--- config.mk ---
export PLATFORM = sky130hd
export DESIGN_NAME = pwm_capture
export DESIGN_NICKNAME = d
export VERILOG_FILES = /design/src/rtl/pwm_capture.sv
export SDC_FILE = /design/constraint.sdc
export NUM_CORES = 1
export LEC_CHECK = 0
export BUFFER_PORTS_ARGS = -buffer_cell sky130_fd_sc_hd__buf_2
export CAP_MARGIN = 20
export CORE_MARGIN = 1.5
export CORE_UTILIZATION = 31
export DETAILED_ROUTE_END_ITERATION = 8
export GPL_TIMING_DRIVEN = 0
export PLACE_DENSITY_LB_ADDON = 0.2
export SLEW_MARGIN = 20
export SYNTH_ARGS = -nofsm -noshare
export SYNTH_HDL_FRONTEND = slang
export SYNTH_SLANG_ARGS = --single-unit
--- constraint.sdc ---
create_clock -name Clk -period 4.85 [get_ports Clk]
set_clock_uncertainty 0.1 [all_clocks]
set_input_delay 0.2425 -clock Clk [delete_from_list [all_inputs] [get_ports Clk]]
set_output_delay 0.2425 -clock Clk [all_outputs]
set_load 0.05 [all_outputs]
--- src/rtl/pwm_capture.sv ---
// pwm_capture: measures an incoming PWM waveform and recovers the generator
// settings (period, high time, duty in eighths, 2-bit frequency code).
//
// Optional build macro: PWM_CAPTURE_GLITCH_FILTER_EN adds a 3-sample majority
// filter after the synchronizer. It rejects single-cycle glitches and delays
// edges by one extra cycle.
//
// Ports:
//   Clk         clock
//   Rst         asynchronous active-low reset
//   En          measurement enable (0 forces IDLE, outputs hold)
//   PwmIn       asynchronous PWM input
//   Period      cycles between consecutive rising edges
//   HighTime    cycles high within that period
//   DutyEighths round(8*HighTime/Period), 0..8
//   FreqCode    nearest frequency code
//   Valid       one-cycle pulse when all results update
//   Stuck       no edge seen for TIMEOUT_CYCLES
//   StuckLevel  input level when Stuck was set
module pwm_capture #(
    parameter int unsigned COUNTER_BITS   = 32,
    parameter int unsigned InternalClock  = 25000000,
    parameter int unsigned Freq           = 10000,
    parameter int unsigned TIMEOUT_CYCLES = 4 * InternalClock / Freq
) (
    input  logic                    Clk,
    input  logic                    Rst,
    input  logic                    En,
    input  logic                    PwmIn,
    output logic [COUNTER_BITS-1:0] Period,
    output logic [COUNTER_BITS-1:0] HighTime,
    output logic [3:0]              DutyEighths,
    output logic [1:0]              FreqCode,
    output logic                    Valid,
    output logic                    Stuck,
    output logic                    StuckLevel
);

    localparam int unsigned CW = COUNTER_BITS + 4;

    // Expected generator periods per code and the midpoints between them.
    localparam int unsigned P0 = InternalClock / (1 * Freq) + 1;
    localparam int unsigned P1 = InternalClock / (2 * Freq) + 1;
    localparam int unsigned P2 = InternalClock / (3 * Freq) + 1;
    localparam int unsigned P3 = InternalClock / (4 * Freq) + 1;
    localparam int unsigned M0 = (P0 + P1) / 2;
    localparam int unsigned M1 = (P1 + P2) / 2;
    localparam int unsigned M2 = (P2 + P3) / 2;

    typedef enum logic [1:0] {IDLE, HIGH, LOW} state_t;

    logic sync1, sync2, s, s_d;
    logic rise, fall;

    // Two-flop synchronizer.
    always_ff @(posedge Clk or negedge Rst) begin
        if (!Rst) begin
            sync1 <= 1'b0;
            sync2 <= 1'b0;
        end else begin
            sync1 <= PwmIn;
            sync2 <= sync1;
        end
    end

`ifdef PWM_CAPTURE_GLITCH_FILTER_EN
    logic hist1, hist2;

    // Sample history for the majority vote.
    always_ff @(posedge Clk or negedge Rst) begin
        if (!Rst) begin
            hist1 <= 1'b0;
            hist2 <= 1'b0;
        end else begin
            hist1 <= sync2;
            hist2 <= hist1;
        end
    end

    // Level changes only once two of the last three samples agree.
    assign s = (sync2 & hist1) | (sync2 & hist2) | (hist1 & hist2);
`else
    assign s = sync2;
`endif

    // Edge detector.
    always_ff @(posedge Clk or negedge Rst) begin
        if (!Rst) s_d <= 1'b0;
        else      s_d <= s;
    end

    assign rise = s & ~s_d;
    assign fall = ~s & s_d;

    state_t                  state;
    logic [COUNTER_BITS-1:0] cnt;
    logic [COUNTER_BITS-1:0] hi_cnt;    // high time of the measurement in progress
    logic [COUNTER_BITS-1:0] hi_lat;    // high time of the period being divided
    logic [COUNTER_BITS-1:0] per_cnt;   // period being divided (divisor)
    logic [CW-1:0]           rem;
    logic [3:0]              quo;
    logic [2:0]              calc_step; // 4..1 = iteration in progress, 0 = idle

    logic [1:0]    step_i;
    logic [CW-1:0] shifted;
    logic          rem_ge;
    logic [CW-1:0] rem_nxt;
    logic [3:0]    quo_nxt;
    logic [1:0]    freq_code_c;
    logic          calc_busy;
    logic          timeout;

    // One restoring-divide iteration plus the frequency classification.
    always_comb begin
        step_i      = 2'(calc_step - 3'd1);
        shifted     = CW'(per_cnt) << step_i;
        rem_ge      = (rem >= shifted);
        rem_nxt     = rem_ge ? (rem - shifted) : rem;
        quo_nxt     = quo | (4'(rem_ge) << step_i);
        freq_code_c = 2'd3;
        if (per_cnt >= COUNTER_BITS'(M0))      freq_code_c = 2'd0;
        else if (per_cnt >= COUNTER_BITS'(M1)) freq_code_c = 2'd1;
        else if (per_cnt >= COUNTER_BITS'(M2)) freq_code_c = 2'd2;
    end

    // The publishing cycle still counts as busy so a period under 6 cycles is dropped.
    assign calc_busy = (calc_step != 3'd0) || Valid;
    assign timeout   = (cnt == COUNTER_BITS'(TIMEOUT_CYCLES));

    // Measurement FSM and divider sequencer.
    always_ff @(posedge Clk or negedge Rst) begin
        if (!Rst) begin
            state       <= IDLE;
            cnt         <= '0;
            hi_cnt      <= '0;
            hi_lat      <= '0;
            per_cnt     <= '0;
            rem         <= '0;
            quo         <= '0;
            calc_step   <= 3'd0;
            Period      <= '0;
            HighTime    <= '0;
            DutyEighths <= '0;
            FreqCode    <= '0;
            Valid       <= 1'b0;
            Stuck       <= 1'b0;
            StuckLevel  <= 1'b0;
        end else begin
            Valid <= 1'b0;
            if (!En) begin
                state     <= IDLE;
                cnt       <= '0;
                calc_step <= 3'd0;
            end else begin
                if (calc_step != 3'd0) begin
                    rem       <= rem_nxt;
                    quo       <= quo_nxt;
                    calc_step <= calc_step - 3'd1;
                    // Last iteration is folded into the publish cycle.
                    if (calc_step == 3'd1) begin
                        Period      <= per_cnt;
                        HighTime    <= hi_lat;
                        DutyEighths <= quo_nxt;
                        FreqCode    <= freq_code_c;
                        Valid       <= 1'b1;
                        Stuck       <= 1'b0;
                    end
                end

                case (state)
                    IDLE: begin
                        if (rise) begin
                            cnt   <= COUNTER_BITS'(1);  // edge cycle is part of the high time
                            state <= HIGH;
                        end else if (fall) begin
                            cnt <= '0;
                        end else if (timeout) begin
                            Stuck      <= 1'b1;
                            StuckLevel <= s;
                            cnt        <= '0;
                        end else begin
                            cnt <= cnt + COUNTER_BITS'(1);
                        end
                    end
                    HIGH: begin
                        if (fall) begin
                            hi_cnt <= cnt;
                            cnt    <= cnt + COUNTER_BITS'(1);
                            state  <= LOW;
                        end else if (timeout) begin
                            Stuck      <= 1'b1;
                            StuckLevel <= s;
                            cnt        <= '0;
                            state      <= IDLE;
                        end else begin
                            cnt <= cnt + COUNTER_BITS'(1);
                        end
                    end
                    LOW: begin
                        if (rise) begin
                            cnt   <= COUNTER_BITS'(1);
                            state <= HIGH;
                            if (!calc_busy) begin
                                per_cnt   <= cnt;
                                hi_lat    <= hi_cnt;
                                // N = 8*H + P/2 gives round-to-nearest.
                                rem       <= (CW'(hi_cnt) << 3) + CW'(cnt >> 1);
                                quo       <= 4'd0;
                                calc_step <= 3'd4;
                            end
                        end else if (timeout) begin
                            Stuck      <= 1'b1;
                            StuckLevel <= s;
                            cnt        <= '0;
                            state      <= IDLE;
                        end else begin
                            cnt <= cnt + COUNTER_BITS'(1);
                        end
                    end
                    default: begin
                        state <= IDLE;
                        cnt   <= '0;
                    end
                endcase
            end
        end
    end

endmodule

# Yosys cells after proc, flatten, opt, wreduce, memory -nomap -nowiden
# Cells that the tools add are included.
dict set report word_totals {
  wordCells 94
  input_bits 4
  register_bits 249
  out_inout_bits 73
}
dict set report op_classes {
  muxes 45
  n_eq_ne 7
  shift 2
  magnitude_cmp 4
  n_addsub 4
  n_reduce_logical 8
  bitwise 6
}
# cell count
set ops {}
lappend ops {{$mux 32} 6}
lappend ops {{$mux 36} 5}
lappend ops {{$pmux 32 s3} 1}
lappend ops {{$ge 32x11->1 const B} 2}
lappend ops {{$add 35x31->36} 1}
lappend ops {{$ge 36x36->1} 1}
lappend ops {{$shl 32x2->36} 1}
lappend ops {{$sub 36x36->36} 1}
lappend ops {{$add 32x1->32 const B} 1}
lappend ops {{$eq 32x14->1 const B} 1}
lappend ops {{$ge 32x10->1 const B} 1}
lappend ops {{$mux 4} 4}
lappend ops {{$mux 3} 5}
lappend ops {{$mux 1} 14}
lappend ops {{$mux 2} 7}
lappend ops {{$reduce_and 4->1} 2}
lappend ops {{$pmux 1 s3} 2}
lappend ops {{$pmux 2 s3} 1}
lappend ops {{$reduce_and 3->1} 2}
lappend ops {{$reduce_bool 3->1} 2}
lappend ops {{$ne 2x2->1 const B} 2}
lappend ops {{$or 4x4->4} 1}
lappend ops {{$shl 1x2->4} 1}
lappend ops {{$eq 3x1->1 const B} 1}
lappend ops {{8 further kinds} 11}

# Depth between registers and ports, before layout
# Gate-level depths: netlist of run 1.
dict set report logic_depth {
  ltp_word 9
  depth_mapped 22
  ltp_nobuf 16
}

# Worst setup path after synthesis of run 1
# OpenSTA, ideal clock, no wires.
dict set report synth_timing {
  kind {flip-flop to flip-flop}
  start {register calc_step[0]}
  end {register rem[29]}
  required_ns 4.624
  n_path_buf 4
  t_arrival_ns 5.132
  slack_ns -0.508
  synth_period_minus_slack_ns 5.358
  path_stages_with_launch 19
  setup_ns 0.126
  cell_sequence {dfrtp_1 -> buf_1 -> clkinv_1 -> ha_1 -> clkbuf_1 -> buf_1 -> clkbuf_1 -> mux2i_1 -> nand2_1 -> o21ai_0 -> ha_1 -> and3_1 -> a221o_1 -> a2111oi_2 -> o311a_4 -> nor3_4 -> a311o_2 -> xnor2_1 -> a21oi_1}
}
dict set report synth_between {
  elab_chain_len 8
  word_cells_on_any_way 11
  cone_classes {2 x add/sub; 1 x order compare; 1 x shift; 5 x mux; 2 x reduce/logical}
}
# element line_no
set synth_rtl {}
lappend synth_rtl {{start: declaration} 102} ;# logic [2:0] calc_step;
lappend synth_rtl {{start signal: assignment} 158} ;# calc_step <= calc_step - 3'd1;
lappend synth_rtl {{$sub 3x1->3} --}
lappend synth_rtl {{$shl 32x2->36} 116} ;# shifted = CW'(per_cnt) << step_i;
lappend synth_rtl {{$sub 36x36->36 / $ge 36x36->1 (equally long branches)} {118, 117}}
lappend synth_rtl {{$mux 36} 118} ;# rem_nxt = rem_ge ? (rem - shifted) : rem;
lappend synth_rtl {{$mux 36} 155} ;# if (calc_step != 3'd0) begin
lappend synth_rtl {{$mux 36} 203} ;# if (!calc_busy) begin
lappend synth_rtl {{$mux 36} 200} ;# if (rise) begin
lappend synth_rtl {{$mux 36 *} 170} ;# case (state)
lappend synth_rtl {{end signal: assignment} 156} ;# rem <= rem_nxt;
lappend synth_rtl {{end signal: assignment} 207} ;# rem <= (CW'(hi_cnt) << 3) + CW'(cnt >> 1);
lappend synth_rtl {{end: declaration} 100} ;# logic [CW-1:0] rem;
# Every way passes the cells marked *; elsewhere a longest branch is shown, timed or not.
# A chain may end at the register's enable or synchronous reset.

# Worst setup path in the final report of run 1
dict set report layout_timing {
  start {register calc_step[0]}
  end {register rem[31]}
}
# Same word-level chain as after synthesis.

==> flow_summary_export.csv, run 1 <==
group,metric,value,unit
logic_synthesis,synth_edf_count,0,
global_route,grt_pass1_wl,70500,um
floorplan,rows,78,
logic_synthesis,synth-seq-area-share,43.4,%
sta,finalSetupViolCount,0,
clock_network,clk_latency,0.58,ns
floorplan,start_util,31.5,%
floorplan,coreArea,0.0456,mm2
floorplan,fp.dieArea,0.0476,mm2
sta,maxSlewHeadroom,32.3,%
sta,fin_crit,4.61,ns
logic_synthesis,ys_seq_elements,249,
drt,drt_iter0_drc,797,
clock_network,htreeDepth,1,
clock_network,clk_pin_slew,0.07,ns
final_layout,final_core_util,36.9,%
floorplan,ios,77,
power,leakage,8.19,nW
logic_synthesis,ys_warn_count,0,
sta,rsz0062_at_grt,"false",
critical_path,required,5.20,ns
clock_network,clockRootBuffer,"clkbuf_16",
critical_path,r2r_setup_slack,0.24,ns
critical_path,cp.arrival,4.96,ns
drt,antenna_left,0,
clock_network,tritoncts,"done",
sta,finalMaxSlewViolations,0,
worst_hold_path,hold_class,"in2async",
logic_synthesis,synth_area_per_cell,9.07,um2
power,irDropWorstVdd,306,uV
critical_path,endpoint_kind,"register",
drt,drt-total-wl,45800,um
drt,post-route-drc-count,0,
global_route,grt_max_degree,98,
drt,dr.pass1.iters,5,
critical_path,critPathLaunchType,"register",
logic_synthesis,syn-cell-area,0.0144,mm2
global_route,gr-usage-all-layers,19.2,%
sta,holdWs,0.167,ns
sta,fin_ws,0.242,ns
placed_design,hpwlAfterDp,33900,um
global_route,antenna_found_initial,0,
sta,fmax,217,MHz
logic_synthesis,syn_nets,1658,
logic_synthesis,ys_dominant_reg_cell,"dfrtp_1",
power,p_per_area,481,mW/mm2
drt,vias,11800,
outcome,status,"finished clean",
final_layout,most-common-layout-cells,"nand2_1, dfrtp_1, nor2_1, a21oi_1, buf_2",
placed_design,gp_congestion,0.875,
floorplan,die_x,218,um
final_layout,area_growth_syn_to_layout,17.0,%
placed_design,numPortBuffers,75,
sta,max_slew.worst_pin.slew,1.02,ns
global_route,grt-ovfl-total,0,
critical_path,rr_worst_depth,17,
floorplan,die_h,218,um
critical_path,worstReg2RegEnd,"rem[31]$_DFFE_PN0P_",
drt,via_per_inst,5.08,
sta,fin_crit_sh,95.0,%
placed_design,preCtsSetupSlack,-1.64,ns
flow_run,cap_violations,0,
final_layout,nNetsFinal,1776,
logic_synthesis,yosysUniqueCellTypes,82,
drt,wl_per_cell,19.7,um
clock_network,clock-sinks,249,
logic_synthesis,async_flop_share,100,%
critical_path,crit_type,"reg2reg",
clock_network,cts_buffer_depth,3,
critical_path,r2r-start,"calc_step[0]$_DFF_PN0_",
final_layout,drive_gt1_share,13.9,%
critical_path,cp_max_fo,10,
logic_synthesis,syn_inst,1584,
sta,hold_viol_final,0,
global_route,grt_pass1_vias,11600,
clock_network,cts_made_buffers,31,
final_layout,layout_commonest_cell,"nand2_1",
## cell families (layout without fill, tap and decap cells)
| group | after synthesis | count (layout) | share of synthesized area, % |
|---|---|---|---|
| xor gates and xnor gates | 87 | 87 | 5.30 |
| DFF | 249 | 249 | 43.4 |
| adders and majority gates | 70 | 70 | 6.20 |
| other | 0 | 1 | 0 |
| muxes | 65 | 65 | 6.91 |
| AOI/OAI and AO/OA | 315 | 315 | 14.9 |
| and+or+nand+nor | 669 | 669 | 19.8 |
| buffers and inverters | 129 | 267 | 3.53 |
## critical path, stage by stage (launching register included)
cell and delay, ns:
dfrtp_2 0.41, buf_6 0.20, clkinv_4 0.14, ha_4 0.38, buf_4 0.21, mux4_2 0.53
inv_1 0.09, ha_1 0.12, buf_4 0.16, nand2_1 0.08, o21ai_2 0.23, a41oi_1 0.10
or3_1 0.40, o311a_4 0.40, nor3_4 0.27, nor2_2 0.10, o311a_1 0.33, a2111oi_2 0.23
## worst max path at each step
stage | cells after the start | slack, ns | to | startpoint
after CTS | 20 | 0.009 | quo[2]$_DFFE_PN0P_ | calc_step[0]$_DFF_PN0_
after detailed placement | 22 | -1.64 | quo[1]$_DFFE_PN0P_ | calc_step[0]$_DFF_PN0_
after global placement | 21 | -1.75 | rem[25]$_DFFE_PN0P_ | calc_step[0]$_DFF_PN0_
final | 17 | 0.24 | rem[31]$_DFFE_PN0P_ | calc_step[0]$_DFF_PN0_
after global routing | 19 | 0.0005 | rem[31]$_DFFE_PN0P_ | calc_step[0]$_DFF_PN0_
after floorplan | 18 | 0.06 | rem[29]$_DFFE_PN0P_ | calc_step[0]$_DFF_PN0_
## cell type report
cell class / instances / area (um2)
fillers: 4686 / 28800
multi-input cells: 1206 / 7700
flip-flops and latches: 249 / 6230
clock buffers: 41 / 873
well taps: 600 / 751
repair buffers: 87 / 520
plain buffers: 74 / 339
inverters: 53 / 204
clock inverters: 12 / 188
diodes: 1 / 2.50
## metrics by stage
step	instances	cell area [um2]	TNS, ns	total power, mW
final	2323	16800	0	8.08
after floorplan	1584	14400	0	4.68
after detailed placement	2261	15600	-61.19	5.48
after CTS	2317	16700	0	8.04
after global routing	2322	16800	0	8.54
after global placement	2259	15500	-389.61	5.45
## routing by layer
metal / GRT usage [%] / up-vias / wire length (um)
li1: - / 5754 / -
met1: 27.2 / 5758 / 21500
met2: 31.3 / 249 / 21300
met3: 2.37 / 51 / 2180
met4: 4.34 / 0 / 850
met5: 0 / - / 0
## registers in the layout, summed over array words and instances, names as in the netlist
name / count
rem: 36
HighTime: 32
Period: 32
cnt: 32
hi_cnt: 32
hi_lat: 32
per_cnt: 32
DutyEighths: 4
quo: 4
calc_step: 3
FreqCode: 2
state: 2
Stuck: 1
StuckLevel: 1
Valid: 1
s: 1
s_d: 1
sync1: 1
## report_power, final
part,internal [mW],switching (mW),total [mW]
Sequential,2.29,0.126,2.41
Clock,1.51,0.925,2.44
Combinational,1.26,1.98,3.24
Total,5.06,3.03,8.08
## repair_timing
action | 4_1_cts | 5_1_grt
endpoints found under the hold margin | 70 | 0
pin swaps | 2 | 2
endpoints found under the setup margin | 44 | 39
setup buffers | 2 | 6
resized for setup | 17 | 15
hold buffers | 2 | 0
## cells in the mapped netlist, types with 11 or more instances
cell type / instances / area, um2
nor2_1: 102 / 383
a21oi_1: 84 / 420
ha_1: 68 / 851
a31oi_1: 15 / 93.8
mux4_2: 24 / 541
nand4_1: 16 / 100
o21ai_0: 54 / 270
xnor2_1: 41 / 359
o22ai_1: 23 / 144
xor2_1: 46 / 403
dfrtp_1: 249 / 6230
nand2_1: 439 / 1650
and3_1: 12 / 75.1
mux2_2: 33 / 372
inv_1: 51 / 191
nand3_1: 24 / 120
nor4_1: 11 / 68.8
nor2b_1: 13 / 81.3
clkbuf_1: 59 / 221
a21o_1: 36 / 270
No activity file was read; power rests on OpenSTA's default activity.
==> run 2, diff against run 1 <==
Settings changed: CORE_UTILIZATION 31 to 38.
==> run 2 against run 1 <==
Net effect: wire length decreased by 4.5%; global-route usage increased by 3.5 points; non-clock buffer count is 1 higher; first-iteration DRC count increased by 18%; design area decreased by 1.1%; flip-flop and latch count stayed put; clock power shrank 7%; cell count decreased by 3.9%; critical path depth increased by 3; sequential share of layout area grew 0.42 points; hold slack worse by 0.061 ns; critical path type unchanged.
==> flow_summary_export.csv, run 2 (synthesis gave the netlist of run 1 again) <==
group,metric,value,unit
outcome,status,"finished clean",
sta,hold_viol_final,0,
placed_design,post-place-cells,2172,
critical_path,cp.arrival,5.14,ns
final_layout,fin_area,0.0166,mm2
drt,met2WireLength,19600,um
drt,via_per_inst,5.35,
clock_network,clockRootBuffer,"clkbuf_16",
final_layout,fillCellCount,3669,
sta,finalSetupViolCount,0,
placed_design,numPortBuffers,75,
sta,max_slew.worst_pin.slew,1.00,ns
power,irDropWorstVdd,220,uV
sta,fin_setup_tns,0,ns
flow_run,cap_violations,0,
global_route,grt_pass1_wl,68200,um
sta,fin_crit,4.76,ns
clock_network,clk_latency,0.57,ns
floorplan,die_h,197,um
sta,fin_crit_sh,98.2,%
drt,drt-total-wl,43800,um
critical_path,path_common_cell,"buf_4",
critical_path,endpoint_kind,"register",
sta,holdWs,0.107,ns
drt,wl_per_cell,19.6,um
power,p_per_area,476,mW/mm2
final_layout,most-common-layout-cells,"nand2_1, dfrtp_1, nor2_1, a21oi_1, buf_2",
clock_network,tritoncts,"done",
drt,highest_layer,"met4",
clock_network,clk_pin_slew,0.06,ns
critical_path,cpPeakStageDelay,0.58,ns
critical_path,required,5.23,ns
drt,wl_met1,20400,um
global_route,grt_pass1_vias,11900,
power,leakage,8.15,nW
clock_network,htreeDepth,1,
final_layout,largest_register_ffs,36,
final_layout,area_growth_syn_to_layout,15.7,%
critical_path,cp_cell_sequence,"buf_6, clkinv_4, ha_4, clkbuf_4, buf_4, mux4_2, inv_1, ha_1, buf_4, nand4_1, nor4_1, nand3_1, nand4_1, o21ai_1, buf_4, nor2_2, buf_6, o21a_1, o22ai_1, a21oi_1",
global_route,grt-ovfl-total,0,
critical_path,critPathLaunchType,"register",
drt,vias,11900,
drt,antenna_left,0,
placed_design,gp_congestion,0.892,
drt,dr_wl_met3,2390,um
critical_path,slowest_stage,"nor4_1",
floorplan,ios,77,
power,power,7.92,mW
critical_path,cp_max_fo,10,
critical_path,crit_type,"reg2reg",
final_layout,drive_gt1_share,13.8,%
sta,finalMaxSlewViolations,0,
final_layout,nNetsFinal,1774,
floorplan,start_util,38.4,%
global_route,gr-usage-all-layers,22.7,%
clock_network,clock-sinks,249,
placed_design,place_area,0.0154,mm2
floorplan,die_x,197,um
final_layout,top_register,"rem",
clock_network,cts_buffer_depth,3,
floorplan,fp.dieArea,0.0390,mm2
drt,drt_iter0_drc,939,
floorplan,coreArea,0.0374,mm2
final_layout,antenna_cells,0,
global_route,antenna_found_initial,0,
final_layout,stdcell_count,2232,
sta,maxSlewHeadroom,33.3,%
final_layout,layout_commonest_cell,"nand2_1",
placed_design,hpwlAfterDp,32600,um
floorplan,rows,71,
worst_hold_path,hold_class,"in2async",
global_route,grt_max_degree,100,
sta,fmax,210,MHz
clock_network,cts_made_buffers,28,
drt,dr.pass1.iters,5,
drt,post-route-drc-count,0,
run 2: cell count changes in the layout (fill, tap and decap cells not counted), moves of 2 or more:
| cell | previous run | this run |
|---|---|---|
| clkbuf_8 | 6 | 8 |
| buf_4 | 11 | 14 |
| bufinv_16 | 5 | 3 |
| clkbuf_16 | 31 | 29 |
run 2: critical path: cells and delay by family, from the launching register on:
family / cells / cell delay, ns
buffers and inverters: 8 / 1.37
and+or+nand+nor: 5 / 1.27
AOI/OAI and AO/OA: 4 / 0.56
adders and majority gates: 2 / 0.49
muxes: 1 / 0.49
DFF: 1 / 0.41
run 2: timing repair:
action / 4_1_cts / 5_1_grt
setup buffers: 1 / 8
resized for setup: 21 / 10
hold endpoints to repair: 64 / 0
pin swaps: 1 / 3
setup endpoints to repair: 44 / 39
hold buffers: 2 / 0
cloned: 0 / 0
run 2: worst paths after layout:
path | startpoint | end | slack, ns | cells past startpoint
setup reg to reg | calc_step[0]$_DFF_PN0_ | rem[34]$_DFFE_PN0P_ | 0.09 | 20
hold / removal | Rst | rem[29]$_DFFE_PN0P_ | 0.11 | 2
hold reg to reg | sync1$_DFF_PN0_ | s$_DFF_PN0_ | 0.25 | 0
setup / recovery | calc_step[0]$_DFF_PN0_ | rem[34]$_DFFE_PN0P_ | 0.09 | 20
max in group asynchronous | Rst | cnt[9]$_DFF_PN0_ | 3.20 | 4
min in group Clk | PwmIn | sync1$_DFF_PN0_ | 0.23 | 2
run 2: stage by stage:
step	setup slack [ns]	util (%)
final	0.0891	44.4
after global routing	-0.00443	44.4
after CTS	0.0213	44.2
after detailed placement	-1.66	41.3
after global placement	-1.66	41.1
after floorplan	0.0622	-
run 2: metal layers:
layer  vias to the layer above  global-route usage, %
met1                      5817                   32.0
met3                        72                   2.90
met4                         0                   7.52
met5                         -                      0
li1                       5735                      -
met2                       320                   36.0
run 2: report_power, final:
group / switching (mW) / internal (mW) / total [mW]
Clock: 0.901 / 1.37 / 2.27
Sequential: 0.126 / 2.29 / 2.41
Combinational: 1.96 / 1.27 / 3.23
run 2: final cells by class:
cell class | count | area (um2) | share of cell area, %
buffer | 74 | 337 | 2.03
clock buffer | 40 | 847 | 5.10
clock inverter | 11 | 140 | 0.843
inverter | 53 | 204 | 1.23
multi-input combinational | 1206 | 7690 | 46.3
sequential | 249 | 6230 | 37.5
tap | 511 | 639 | 3.85
timing repair buffer | 88 | 528 | 3.18
==> run 3, diff against run 2 <==
Settings changed: CORE_ASPECT_RATIO set to 0.8, TNS_END_PERCENT set to 20.
==> run 3 against run 2 <==
Net effect: design area is 0.23% higher; non-clock buffer count is 1 lower; maximum frequency is 2.1% higher; register-to-register slack better by 0.10 ns; global-route usage is 0.74 points higher; worst setup slack better by 0.10 ns; via count is 2.1% higher; flip-flop and latch count stayed put; largest power group unchanged.
==> flow_summary_export.csv, run 3 (synthesis gave the netlist of run 1 again) <==
group,metric,value,unit
outcome,status,"finished clean",
placed_design,hpwlAfterDp,33400,um
drt,post-route-drc-count,0,
floorplan,rows,63,
sta,maxSlewHeadroom,26.6,%
placed_design,numPortBuffers,75,
clock_network,tritoncts,"done",
power,internal_power,4.97,mW
clock_network,clockRootBuffer,"clkbuf_16",
final_layout,drive_gt1_share,13.7,%
clock_network,clk_pin_slew,0.06,ns
final_layout,most-common-layout-cells,"nand2_1, dfrtp_1, nor2_1, a21oi_1, buf_2",
final_layout,nNetsFinal,1774,
global_route,grt_pass1_vias,11800,
sta,fin_crit,4.66,ns
power,netSwitchingPower,3.05,mW
floorplan,ios,77,
sta,hold_viol_final,0,
floorplan,die_h,177,um
global_route,antenna_found_initial,0,
final_layout,area_growth_syn_to_layout,16.0,%
critical_path,required,5.21,ns
power,switching_share,38.0,%
sta,max_slew.worst_pin.slew,1.10,ns
floorplan,start_util,38.7,%
clock_network,clock-sinks,249,
sta,finalMaxSlewViolations,0,
power,irDropWorstVdd,262,uV
drt,vias,12200,
global_route,grt-ovfl-total,0,
power,seqPwrFrac,30.2,%
clock_network,htreeDepth,1,
critical_path,crit_type,"reg2reg",
floorplan,die_x,220,um
power,p_per_area,481,mW/mm2
power,leakage,8.16,nW
sta,finalSetupViolCount,0,
placed_design,place_area,0.0154,mm2
critical_path,critPathLaunchType,"register",
sta,fin_crit_sh,96.1,%
final_layout,fin_area,0.0167,mm2
critical_path,endpoint_kind,"register",
flow_run,cap_violations,0,
drt,drt-total-wl,45100,um
sta,fmax,215,MHz
placed_design,gp_congestion,0.937,
placed_design,post-place-cells,2149,
global_route,grt_pass1_wl,69600,um
final_layout,largest_register_ffs,36,
power,combPwrFrac,40.9,%
final_layout,top_register,"rem",
final_layout,stdcell_count,2208,
final_layout,layout_commonest_cell,"nand2_1",
clock_network,clk_latency,0.56,ns
drt,wl_per_cell,20.4,um
critical_path,cp_max_fo,10,
clock_network,cts_buffer_depth,3,
worst_hold_path,hold_class,"in2async",
global_route,grt_max_degree,87,
floorplan,fp.dieArea,0.0390,mm2
drt,via_per_inst,5.52,
drt,antenna_left,0,
critical_path,cp.arrival,5.02,ns
final_layout,fillCellCount,3643,
power,clockPowerShare,28.9,%
sta,holdWs,0.179,ns
drt,dr.pass1.iters,5,
global_route,gr-usage-all-layers,23.4,%
drt,drt_iter0_drc,1079,
clock_network,cts_made_buffers,29,
floorplan,coreArea,0.0371,mm2
[run 3: final cells by class]
type | count | area [um2] | area share, %
antenna | 1 | 2.50 | 0.0150
buffer | 75 | 364 | 2.19
sequential | 249 | 6230 | 37.4
clock inverter | 9 | 158 | 0.947
timing repair buffer | 86 | 533 | 3.20
clock buffer | 42 | 845 | 5.07
multi-input combinational | 1206 | 7710 | 46.3
tap | 487 | 609 | 3.66
inverter | 53 | 204 | 1.22
[run 3: timing repair]
action | 4_1_cts | 5_1_grt
hold buffers | 2 | 0
buffers inserted | 0 | 6
setup endpoints to repair | 44 | 41
pin swaps | 1 | 5
hold endpoints to repair | 85 | 0
gates resized for setup | 20 | 20
[run 3: worst paths after layout]
kind / slack (ns) / from / end / cells after the start
max reg2reg: 0.19 / calc_step[0]$_DFF_PN0_ / rem[22]$_DFFE_PN0P_ / 21
max: 0.19 / calc_step[0]$_DFF_PN0_ / rem[22]$_DFFE_PN0P_ / 21
min reg2reg: 0.25 / sync1$_DFF_PN0_ / s$_DFF_PN0_ / 0
max in group asynchronous: 3.59 / Rst / HighTime[9]$_DFFE_PN0P_ / 4
min in group Clk: 0.23 / PwmIn / sync1$_DFF_PN0_ / 2
min: 0.18 / Rst / rem[26]$_DFFE_PN0P_ / 3
[run 3: layer usage]
metal,share of wire [%],routed length (um),up-vias,track usage [%]
met1,47,21400,5967,35.2
met3,7.0,3170,76,4.57
met4,3.6,1610,0,7.91
li1,-,-,5734,-
met5,0,0,-,0
met2,42,18900,422,33.4
[run 3: worst max-delay path: stages, from the launching register on]
cell and delay, ns:
dfrtp_2 0.40, buf_12 0.16, clkinv_4 0.12, ha_4 0.33, buf_6 0.18, buf_6 0.19
mux2i_1 0.14, a21oi_2 0.20, inv_1 0.06, ha_1 0.26, clkbuf_2 0.17, nand4_1 0.27
nor4_4 0.46, nand3_1 0.15, o221ai_2 0.22, o21ai_1 0.12, or2_1 0.20, buf_2 0.19
nand2_4 0.15, buf_8 0.19, nor2_1 0.06, a221oi_1 0.20
[run 3: power by group through the flow]
stage	Combinational, mW	Sequential [mW]	Clock, mW
after floorplan	2.16	2.52	0
after global placement	2.98	2.45	0
after detailed placement	3.03	2.45	0
after CTS	3.12	2.42	2.37
after global routing	3.57	2.44	2.45
final	3.28	2.42	2.32
[run 3: per-stage QoR]
stage | utilization, % | setup slack (ns) | power (mW) | TNS, ns
2_1_floorplan | - | 0.0622 | 4.68 | 0
3_3_place_gp | 41.4 | -1.47 | 5.43 | -387.28
3_5_place_dp | 41.6 | -1.52 | 5.48 | -60.40
4_1_cts | 44.6 | 0.0172 | 7.91 | 0
5_1_grt | 44.9 | -0.0114 | 8.46 | -0.0114
6_report | 44.9 | 0.189 | 8.01 | 0
